--- src/rtl/ball_pkg.sv ---
// Shared types for the Breakout ball engine: direction encodings and the
// engine state enum.
package ball_pkg;

    localparam logic [1:0] DIR_UR = 2'b00;
    localparam logic [1:0] DIR_UL = 2'b01;
    localparam logic [1:0] DIR_DR = 2'b10;
    localparam logic [1:0] DIR_DL = 2'b11;

    typedef enum logic [2:0] {
        IDLE   = 3'd0,
        MOVE   = 3'd1,
        CHECK  = 3'd2,
        UPDATE = 3'd3,
        LOST   = 3'd4
    } state_e;

endpackage

--- src/rtl/ball_brick_lookup.sv ---
// Combinational map from a candidate ball position to the brick cell it falls
// in. Each cell is a pair of range compares, so no divider is built.
module ball_brick_lookup
    import ball_pkg::*;
#(
    parameter int COORD_W    = 10,
    parameter int BRICK_COLS = 4,
    parameter int BRICK_ROWS = 3,
    parameter int BRICK_W    = 160,
    parameter int BRICK_H    = 20,
    parameter int BRICK_X0   = 0,
    parameter int BRICK_Y0   = 400,
    parameter int IDX_W      = 4
) (
    input  logic signed [COORD_W:0] nx,
    input  logic signed [COORD_W:0] ny,
    output logic                    valid,
    output logic [IDX_W-1:0]        idx
);

    logic signed [31:0] sx;
    logic signed [31:0] sy;

    always_comb begin
        sx    = 32'(nx);
        sy    = 32'(ny);
        valid = 1'b0;
        idx   = '0;
        // Edges are inclusive-low, exclusive-high, so at most one cell matches.
        for (int r = 0; r < BRICK_ROWS; r++) begin
            for (int c = 0; c < BRICK_COLS; c++) begin
                if (sy >= BRICK_Y0 + r * BRICK_H && sy < BRICK_Y0 + (r + 1) * BRICK_H &&
                    sx >= BRICK_X0 + c * BRICK_W && sx < BRICK_X0 + (c + 1) * BRICK_W) begin
                    valid = 1'b1;
                    idx   = IDX_W'(r * BRICK_COLS + c);
                end
            end
        end
    end

endmodule

--- src/rtl/ball_engine.sv ---
// Breakout ball engine: owns ball position/direction, steps once per frame
// tick, resolves wall/paddle/brick collisions and reports hits and misses.
module ball_engine
    import ball_pkg::*;
#(
    parameter int COORD_W     = 10,
    parameter int SCREEN_W    = 640,
    parameter int SCREEN_H    = 480,
    parameter int XSTEP       = 1,
    parameter int YSTEP       = 1,
    parameter int PADDLE_Y    = 20,
    parameter int PADDLE_HALF = 40,
    parameter int BRICK_COLS  = 4,
    parameter int BRICK_ROWS  = 3,
    parameter int BRICK_W     = 160,
    parameter int BRICK_H     = 20,
    parameter int BRICK_X0    = 0,
    parameter int BRICK_Y0    = 400,
    localparam int NUM_BRICKS = BRICK_ROWS * BRICK_COLS,
    localparam int IDX_W      = (NUM_BRICKS > 1) ? $clog2(NUM_BRICKS) : 1
) (
    input  logic                  clk,
    input  logic                  reset,
    input  logic                  tick,
    input  logic                  launch,
    input  logic [COORD_W-1:0]    paddle_x,
    input  logic [NUM_BRICKS-1:0] brick_status,
    output logic [COORD_W-1:0]    ball_x,
    output logic [COORD_W-1:0]    ball_y,
    output logic [1:0]            dir,
    output logic                  in_play,
    output logic                  brick_hit,
    output logic [IDX_W-1:0]      brick_hit_idx,
    output logic                  ball_lost
);

    localparam int SW = COORD_W + 1;
    localparam int PW = COORD_W + 2;
    localparam logic signed [SW-1:0] XSTEP_S    = SW'(XSTEP);
    localparam logic signed [SW-1:0] YSTEP_S    = SW'(YSTEP);
    localparam logic signed [SW-1:0] X_MAX_S    = SW'(SCREEN_W - 1);
    localparam logic signed [SW-1:0] Y_MAX_S    = SW'(SCREEN_H - 1);
    localparam logic signed [SW-1:0] PAD_Y_S    = SW'(PADDLE_Y);
    localparam logic signed [PW-1:0] PAD_HALF_S = PW'(PADDLE_HALF);
    localparam logic [COORD_W-1:0]   XSTEP_U    = COORD_W'(XSTEP);
    localparam logic [COORD_W-1:0]   YSTEP_U    = COORD_W'(YSTEP);
    localparam logic [COORD_W-1:0]   SERVE_Y    = COORD_W'(PADDLE_Y + 1);

    // tick and launch are single-cycle strobes with no backpressure: launch is
    // honoured only in IDLE, tick only in MOVE; anything else is dropped.
    state_e             state_q, state_d;
    logic [1:0]         dir_q, dir_d;
    logic [COORD_W-1:0] ball_x_q, ball_x_d, ball_y_q, ball_y_d;
    logic               brick_hit_q, brick_hit_d;
    logic               ball_lost_q, ball_lost_d;
    logic               in_play_q, in_play_d;
    logic               pend_hit_q, pend_hit_d;
    logic [IDX_W-1:0]   brick_hit_idx_q, brick_hit_idx_d;
    logic [IDX_W-1:0]   pend_idx_q, pend_idx_d;

    logic signed [SW-1:0] nx, ny;
    logic signed [PW-1:0] nx_w, pad_lo, pad_hi;
    logic                 x_flip, top_flip, pad_zone, pad_hit, brick_take, brick_valid;
    logic [IDX_W-1:0]     brick_idx;

    assign nx = dir_q[0] ? $signed({1'b0, ball_x_q}) - XSTEP_S : $signed({1'b0, ball_x_q}) + XSTEP_S;
    assign ny = dir_q[1] ? $signed({1'b0, ball_y_q}) - YSTEP_S : $signed({1'b0, ball_y_q}) + YSTEP_S;

    // Paddle bounds may leave the screen on either side, hence the extra bit.
    assign nx_w   = {nx[SW-1], nx};
    assign pad_lo = $signed({2'b00, paddle_x}) - PAD_HALF_S;
    assign pad_hi = $signed({2'b00, paddle_x}) + PAD_HALF_S;

    assign x_flip     = nx[SW-1] || (nx > X_MAX_S);
    assign top_flip   = !dir_q[1] && (ny > Y_MAX_S);
    assign pad_zone   = dir_q[1] && (ny <= PAD_Y_S);
    assign pad_hit    = pad_zone && (nx_w >= pad_lo) && (nx_w <= pad_hi);
    assign brick_take = !top_flip && !pad_zone && brick_valid && brick_status[brick_idx];

    ball_brick_lookup #(
        .COORD_W    (COORD_W),
        .BRICK_COLS (BRICK_COLS),
        .BRICK_ROWS (BRICK_ROWS),
        .BRICK_W    (BRICK_W),
        .BRICK_H    (BRICK_H),
        .BRICK_X0   (BRICK_X0),
        .BRICK_Y0   (BRICK_Y0),
        .IDX_W      (IDX_W)
    ) u_lookup (
        .nx    (nx),
        .ny    (ny),
        .valid (brick_valid),
        .idx   (brick_idx)
    );

    always_comb begin
        state_d         = state_q;
        dir_d           = dir_q;
        ball_x_d        = ball_x_q;
        ball_y_d        = ball_y_q;
        brick_hit_d     = 1'b0;
        brick_hit_idx_d = brick_hit_idx_q;
        ball_lost_d     = 1'b0;
        pend_hit_d      = pend_hit_q;
        pend_idx_d      = pend_idx_q;
        case (state_q)
            IDLE: begin
                ball_x_d = paddle_x;
                ball_y_d = SERVE_Y;
                if (launch) begin
                    dir_d   = DIR_UR;
                    state_d = MOVE;
                end
            end
            MOVE: begin
                if (tick) state_d = CHECK;
            end
            CHECK: begin
                if (pad_zone && !pad_hit) begin
                    ball_lost_d = 1'b1;
                    state_d     = LOST;
                end else begin
                    dir_d      = {dir_q[1] ^ (top_flip | pad_hit | brick_take), dir_q[0] ^ x_flip};
                    pend_hit_d = brick_take;
                    pend_idx_d = brick_idx;
                    state_d    = UPDATE;
                end
            end
            UPDATE: begin
                ball_x_d    = dir_q[0] ? ball_x_q - XSTEP_U : ball_x_q + XSTEP_U;
                ball_y_d    = dir_q[1] ? ball_y_q - YSTEP_U : ball_y_q + YSTEP_U;
                brick_hit_d = pend_hit_q;
                if (pend_hit_q) brick_hit_idx_d = pend_idx_q;
                pend_hit_d  = 1'b0;
                state_d     = MOVE;
            end
            LOST: begin
                state_d = IDLE;
            end
            default: begin
                state_d = IDLE;
            end
        endcase
        in_play_d = (state_d == MOVE) || (state_d == CHECK) || (state_d == UPDATE);
    end

    always_ff @(posedge clk) begin
        if (reset) begin
            state_q         <= IDLE;
            dir_q           <= DIR_UR;
            ball_x_q        <= '0;
            ball_y_q        <= SERVE_Y;
            brick_hit_q     <= 1'b0;
            brick_hit_idx_q <= '0;
            ball_lost_q     <= 1'b0;
            in_play_q       <= 1'b0;
            pend_hit_q      <= 1'b0;
            pend_idx_q      <= '0;
        end else begin
            state_q         <= state_d;
            dir_q           <= dir_d;
            ball_x_q        <= ball_x_d;
            ball_y_q        <= ball_y_d;
            brick_hit_q     <= brick_hit_d;
            brick_hit_idx_q <= brick_hit_idx_d;
            ball_lost_q     <= ball_lost_d;
            in_play_q       <= in_play_d;
            pend_hit_q      <= pend_hit_d;
            pend_idx_q      <= pend_idx_d;
        end
    end

    assign ball_x        = ball_x_q;
    assign ball_y        = ball_y_q;
    assign dir           = dir_q;
    assign in_play       = in_play_q;
    assign brick_hit     = brick_hit_q;
    assign brick_hit_idx = brick_hit_idx_q;
    assign ball_lost     = ball_lost_q;

endmodule

--- config.mk ---
export PLATFORM = sky130hd
export DESIGN_NAME = ball_engine
export DESIGN_NICKNAME = d
export VERILOG_FILES = /design/src/rtl/ball_pkg.sv /design/src/rtl/ball_brick_lookup.sv /design/src/rtl/ball_engine.sv
export SDC_FILE = /design/constraint.sdc
export NUM_CORES = 1
export LEC_CHECK = 0
export BUFFER_PORTS_ARGS = -buffer_cell sky130_fd_sc_hd__buf_4
export CAP_MARGIN = 20
export CORE_ASPECT_RATIO = 1.2
export CORE_MARGIN = 4
export CORE_UTILIZATION = 56
export DETAILED_ROUTE_END_ITERATION = 8
export PLACE_DENSITY = 0.81
export SYNTH_ARGS = -nofsm -noshare
export SYNTH_HDL_FRONTEND = slang
export SYNTH_HIERARCHICAL = 1
export SYNTH_SLANG_ARGS = --single-unit
--- constraint.sdc ---
create_clock -name clk -period 5.1 [get_ports clk]
set_input_delay 0.255 -clock clk [delete_from_list [all_inputs] [get_ports clk]]
set_output_delay 0.255 -clock clk [all_outputs]
set_load 0.02 [all_outputs]
== After elaboration in Yosys (flattened, before gate mapping) ==
Cells that the tools add are included.

* $lt $le $gt $ge: 20
* Bitwise gates (word level): 7
* Reductions and logical operators: 52
* Muxes and demuxes: 41
* Add/subtract/negate cells: 10
* Equality and inequality tests: 8

{| class="wikitable"
|+ Operators with widths
! operator !! number
|-
| $ge A11 B10 Y1 const B || 5
|-
| $lt A11 B10 Y1 const B || 5
|-
| $pmux W10 S2 || 2
|-
| $logic_and A1 B1 Y1 || 35
|-
| $add A10 B1 Y11 const B || 2
|-
| $mux W11 || 2
|-
| $sub A10 B1 Y11 const B || 2
|-
| $mux W3 || 7
|-
| $add A10 B1 Y10 const B || 2
|-
| $mux W10 || 2
|-
| $sub A10 B1 Y10 const B || 2
|-
| $mux W1 || 16
|-
| $mux W4 || 4
|-
| $eq A3 B2 Y1 const B || 4
|-
| $le A11 B12 Y1 || 1
|-
| $pmux W3 S4 || 1
|-
| $add A10 B6 Y11 const B || 1
|-
| $ge A11 B1 Y1 const B || 1
|-
| $ge A11 B11 Y1 || 1
|-
| $ge A11 B9 Y1 const B || 1
|-
| $gt A11 B10 Y1 const B || 1
|-
| $gt A11 B11 Y1 const B || 1
|-
| $le A11 B6 Y1 const B || 1
|-
| $lt A11 B11 Y1 const B || 1
|-
| other kinds (19) || 38
|}

* Register bits after elaboration: 37
* Logic and storage cells: 148
* Output and inout bits: 29

== Logic depth before layout (Yosys ltp) ==
* Depth in word-level cells: 24
* Depth in mapped cells: 19
* Gate-level depth less buffers: 18

== Hierarchy ==
Netlist, hierarchy kept.

{| class="wikitable"
|+ Modules (own cells, without submodules)
! module !! cells each !! area each (µm²) !! times used !! seq. area each (µm²)
|-
| ball_engine || 411 || 3313.2 || 1 || 740.7
|-
| ball_brick_lookup || 35 || 222.7 || 1 || 0.0
|}

== Worst setup path after synthesis ==
OpenSTA, ideal clock, no wires.

* Path type: flip-flop to flip-flop
* From: register dir_q[1], in the netlist dir[1]
* To: register dir_q[1], in the netlist dir[1]
* Library setup time: 0.072 ns
* Clock period less this slack: 4.357 ns
* Required time: 5.028 ns
* Path slack: 0.743 ns
* Data arrival time: 4.285 ns
* Cell stages (with the launch flop): 18
* Path through: dfxtp_1 > ha_1 > buf_2 > a211oi_2 > a211oi_1 > or3_1 > a21oi_1 > xnor2_1 > nor3_1 > a22oi_1 > a211oi_2 > mux4_2 > mux2i_1 > o21ai_0 > nand2_1 > a31oi_1 > nand3_1 > mux2i_1

* Word-level cells in the longest chain between the ends: 23
* Elaborated cells on any way between the ends: 80
* Classes of those cells: order compare (8); eq/ne (1); mux (28); bitwise (3); reduce/logical (40)

{| class="wikitable"
|+ RTL lines
! item !! line !! text
|-
| start, declared || ball_engine.sv:52 || <nowiki>logic [1:0] dir_q, dir_d;</nowiki>
|-
| start signal, assigned || ball_engine.sv:161 || <nowiki>dir_q <= dir_d;</nowiki>
|-
| $mux W11 * || ball_engine.sv:67 || <nowiki>assign ny = dir_q[1] ? $signed({1'b0, ball_y_q}) - YSTEP_S : $signed({1'b0, ball_y_q}) + YSTEP_S;</nowiki>
|-
| via ny[10] || ball_engine.sv:61 || <nowiki>logic signed [SW-1:0] nx, ny;</nowiki>
|-
| $ge A11 B10 Y1 / $lt A11 B10 Y1 (equally long branches) || ball_brick_lookup.sv:32 || <nowiki>if (sy >= BRICK_Y0 + r * BRICK_H && sy < BRICK_Y0 + (r + 1) * BRICK_H &&</nowiki>
|-
| $logic_and A1 B1 Y1 (2 in series) || ball_brick_lookup.sv:32 ||
|-
| $logic_and A1 B1 Y1 || ball_brick_lookup.sv:33 || <nowiki>sx >= BRICK_X0 + c * BRICK_W && sx < BRICK_X0 + (c + 1) * BRICK_W) begin</nowiki>
|-
| $mux W1 || ball_brick_lookup.sv:32 ||
|-
| $mux W2 (2 in series) || ball_brick_lookup.sv:32 ||
|-
| $mux W3 (4 in series) || ball_brick_lookup.sv:32 ||
|-
| [4 not listed] || -- ||
|-
| via brick_idx[0] || ball_engine.sv:64 || <nowiki>logic [IDX_W-1:0] brick_idx;</nowiki>
|-
| $bmux W1 S4 * || ball_engine.sv:78 || <nowiki>assign brick_take = !top_flip && !pad_zone && brick_valid && brick_status[brick_idx];</nowiki>
|-
| $mux W1 (not written as such) * || ball_engine.sv:78 ||
|-
| $logic_and A1 B1 Y1 * || ball_engine.sv:78 ||
|-
| $or A1 B1 Y1 * || ball_engine.sv:123 || <nowiki>dir_d = {dir_q[1] ^ (top_flip | pad_hit | brick_take), dir_q[0] ^ x_flip};</nowiki>
|-
| $xor A1 B1 Y1 * || ball_engine.sv:123 ||
|-
| $mux W2 * || ball_engine.sv:119 || <nowiki>if (pad_zone && !pad_hit) begin</nowiki>
|-
| $pmux W2 S2 * || ball_engine.sv:106 || <nowiki>case (state_q)</nowiki>
|}

The timed path passes the listed nets; every way through them passes the cells marked *. The select of a mux whose other input is x is not followed.
A chain may end at the register's enable or synchronous reset.

== Worst setup path after layout ==
* From: register dir_q[0], in the netlist dir[0]
* To: register dir_q[1], in the netlist dir[1]

* Word-level cells in the longest chain between the ends: 22
* Elaborated cells on any way between the ends: 73
* Classes of those cells: order compare (10); eq/ne (1); mux (28); bitwise (3); reduce/logical (31)

{| class="wikitable"
|+ RTL lines
! item !! line !! text
|-
| $mux W11 * || ball_engine.sv:66 || <nowiki>assign nx = dir_q[0] ? $signed({1'b0, ball_x_q}) - XSTEP_S : $signed({1'b0, ball_x_q}) + XSTEP_S;</nowiki>
|-
| via nx[8] || ball_engine.sv:61 ||
|-
| $ge A11 B9 Y1 || ball_brick_lookup.sv:33 ||
|-
| $logic_and A1 B1 Y1 || ball_brick_lookup.sv:32 ||
|-
| $logic_and A1 B1 Y1 || ball_brick_lookup.sv:33 ||
|-
| $mux W1 || ball_brick_lookup.sv:32 ||
|-
| $mux W2 (2 in series) || ball_brick_lookup.sv:32 ||
|-
| $mux W3 (4 in series) || ball_brick_lookup.sv:32 ||
|-
| [4 not listed] || -- ||
|-
| via brick_idx[0] || ball_engine.sv:64 ||
|-
| $bmux W1 S4 * || ball_engine.sv:78 ||
|-
| $mux W1 (not written as such) * || ball_engine.sv:78 ||
|-
| $logic_and A1 B1 Y1 * || ball_engine.sv:78 ||
|-
| $or A1 B1 Y1 * || ball_engine.sv:123 ||
|-
| $xor A1 B1 Y1 * || ball_engine.sv:123 ||
|-
| $mux W2 * || ball_engine.sv:119 ||
|-
| $pmux W2 S2 * || ball_engine.sv:106 ||
|}

Marked as above.

==> key figures <==
Detailed routing
  – Metal3 WL: 496 µm
  – WL met1: 3810 µm
  – Via density per instance: 6.32
  – WL per Instance: 16.8 µm
  – Drt total wl: 9660 µm
  – Uppermost layer routed: met4
  – First drt pass iteration count: 5
  – Post-route antenna net violation count: 0
  – Met2 wire len: 5000 µm
  – Total number of vias: 3638
  – # DRC: 0
  – DR iter-0 viols: 223

Floorplan
  – Core ar.: 6090 µm²
  – I/O Pins: 55
  – Die Wd: 80.5 µm
  – Rows: 31
  – Initial Util: 58.1%
  – Die height: 95.0 µm
  – Die area: 7650 µm²

Synth
  – Ys async rst share: 0%
  – Cell count after synthesis: 446
  – Top_reg_cell synth: dfxtp_1
  – EDFF count, synth: 0
  – Synth area leader: dfxtp_1
  – Synthesized Nets: 506
  – Register area share after synthesis: 20.9%
  – Yosys warnings: 6
  – Area share of the largest cell type after synthesis: 20.9%
  – Flops & latches, synth: 37
  – Top cells by area, synth: dfxtp_1 (21%), ha_1 (11%), a21oi_1 (5.1%), xnor2_1 (4.2%), nand2_1 (4.0%)
  – Mapped Area: 3540 µm²
  – Mean post-synth cell area: 7.93 µm²
  – Yosys cell types: 69

Power
  – Clock power frac: 33.2%
  – Flop pwr share: 38.3%
  – Net Switching: 0.000270 W
  – P_int: 0.000545 W
  – Static Leak: 1.82 nW
  – Switch share: 33.1%
  – Logic pwr share: 28.5%
  – Pwr dens: 197 nW/µm²
  – Worst VDD drop: 0.154 mV

Timing
  – Relative slew margins: 34.3%
  – Setup tns final: 0 ns
  – Final hold vios: 0
  – Fmax: 0.213 GHz
  – Fin crit period: 4.69 ns
  – Final Skew: 0.0101 ns
  – Final period utilization: 91.9%
  – Number of setup violations in the final report: 0
  – Slew @ Worst Pin: 0.979 ns
  – Fin Hold WS: 0.230 ns
  – Fin. max-slew vios: 0
  – Unrepaired setup endpoints after global routing: false

Flow run
  – Max Cap Viol: 0

Placed design
  – Placed inst area: 4000 µm²
  – Post-detail-place hpwl: 7280 µm
  – RD Place Congestion: 0.990
  – Number of buffers added on ports: 54

CTS
  – Clock Sinks: 37
  – CTS buffer count: 5
  – # hold bufs at CTS: 0
  – Htree depth: 2
  – Clock slew at reported path FFs: 0.08 ns
  – Clk buf depth: 2
  – Clock root cell: clkbuf_8
  – TritonCTS clock tree: done
  – Clk_lat worst skew: 0.31 ns

Global route
  – First-pass GRT wire length: 16300 µm
  – Largest net degree at the start of global routing: 39
  – Number of global-route vias before repair: 3494
  – Total grt overflow: 0
  – Initial antenna violation count: 0
  – Global Route Usage Sum: 26.7%

Critical path
  – Worst-path cell chain: ha_1, a21oi_1, nand2_1, o211a_1, or2_1, inv_1, or3b_1, a21oi_1, a31oi_1, a211oi_2, mux4_2, mux2i_1, o21ai_0, nand2_1, a31oi_1, nand3_1, mux2i_1
  – CP Capture Type: flip-flop
  – Worst Path Required: 5.34 ns
  – Critical Path AT: 4.92 ns
  – CP bufs+invs: 1
  – CP max FO: 12
  – Critical path type: flip-flop to flip-flop
  – Crit-path leading delay family: compound AO/OA/AOI/OAI gates
  – Crit-path max cell delay: 0.63 ns
  – Critical path's slowest cell: dfxtp_1
  – Critical Path Start Type: flip-flop

Layout
  – Area Overhead vs Synth: 16.8%
  – Share of cells above drive strength 1: 18.6%
  – Nets@finish: 553
  – Fillers: 535
  – Fin area: 4130 µm²
  – Fin util: 67.8%
  – # diodes: 0
  – Footprint of the multi-input gates: 2650 µm²
  – Sequential cell area: 741 µm²

Status
  – Outcome: finished, final reports clean

Worst hold path
  – Worst hold-check path type: primary input to flip-flop
==> power groups by stage <==
stage	clock [W]	sequential, W	combinational [W]
after global routing	0.000286	0.000313	0.000257
after global placement	0	0.000318	0.000222
final	0.000270	0.000312	0.000232
after floorplan	0	0.000325	0.000146
after CTS	0.000273	0.000312	0.000228
after detailed placement	0	0.000318	0.000227
==> sequential cells by signal, indices dropped and copies added, names as in the netlist <==
signal         cells
ball_x            10
dir                2
brick_hit          1
pend_hit_q         1
state_q            3
ball_lost          1
ball_y            10
brick_hit_idx      4
in_play            1
pend_idx_q         4
==> kinds of logic (layout without fill, tap and decap cells) <==
kind of cell	Yosys count	after routing	synth area share (%)
mux	14	14	5.06
flops	37	37	20.9
compound gates	134	134	26.5
fa+ha+maj	35	35	12.7
simple gates	164	164	24.1
xor+xnor	23	23	6.12
buf+inv	39	87	4.46
==> final cells by class <==
type,instances,share of cell area (%)
Multi-Input combinational cell,370,64.2
Timing Repair Buffer,60,10.9
Clock inverter,3,1.12
Inverter,19,1.73
Clock buffer,5,1.67
Tap cell,82,2.48
Sequential cell,37,17.9
==> placed cells by master (no fill, tap or decap), types with 16 or more instances in the layout <==
cell / netlist / final
a21oi_1: 36 / 36
buf_4: 0 / 60
dfxtp_1: 37 / 37
ha_1: 32 / 32
inv_1: 19 / 19
nand2_1: 38 / 38
nand2b_1: 16 / 16
nand3_1: 21 / 21
nor2_1: 35 / 35
xnor2_1: 17 / 17
==> cells in the mapped netlist, types with 2 or more instances <==
cell type	count
a2111oi_2	2
a211o_1	4
a211oi_1	8
a211oi_2	3
a21o_1	4
a21oi_1	36
a221oi_1	5
a22oi_1	14
a31oi_1	3
a41o_1	3
and2_1	3
and3_1	3
buf_2	3
clkbuf_1	15
dfxtp_1	37
fa_1	2
ha_1	32
inv_1	19
mux2i_1	10
mux4_2	3
nand2_1	38
nand2b_1	16
nand3_1	21
nand3b_1	2
nand4b_1	2
nor2_1	35
nor2b_1	10
nor3_1	7
nor3b_1	3
nor4_1	2
nor4_2	2
nor4b_1	2
o2111ai_1	2
o211a_1	3
o211ai_1	8
o21a_1	2
o21ai_0	14
o21ai_1	8
o22ai_1	2
o41ai_1	2
or2_1	2
or2_2	5
or3_1	4
xnor2_1	17
xor2_1	4
==> repair_timing <==
item / 4_1_cts / 5_1_grt
buffers inserted: 0 / 0
resized for setup: 0 / 1
setup endpoints to repair: 0 / 1
==> path summary, 6_finish.rpt <==
kind	startpoint	endpoint	slack [ns]	cells after the start
hold / removal	paddle_x[0]	ball_x[0]	0.23	3
setup / recovery	dir[0]	dir[1]	0.41	17
hold reg to reg	brick_hit_idx[2]	brick_hit_idx[2]	0.46	2
setup reg to reg	dir[0]	dir[1]	0.41	17
==> stage by stage <==
step                setup slack [ns]  instances  power (W)
global placement               0.690        568   0.000540
finish                         0.412        576   0.000815
floorplan                      0.743        446   0.000471
detailed placement             0.464        568   0.000545
CTS                            0.438        576   0.000813
global route                  0.0425        576   0.000856
==> metal layers <==
| metal | vias up | global-route usage [%] |
|---|---|---|
| met5 | - | 0 |
| met4 | 0 | 11.1 |
| met3 | 36 | 4.16 |
| met2 | 133 | 47.9 |
| met1 | 1720 | 31.3 |
| li1 | 1749 | - |
==> tightest hold or removal path, cell delays in order <==
cell	delay [ns]
buf_4	0.09
a221oi_1	0.07
nor2_1	0.08
No activity file was read; power rests on OpenSTA's default activity.
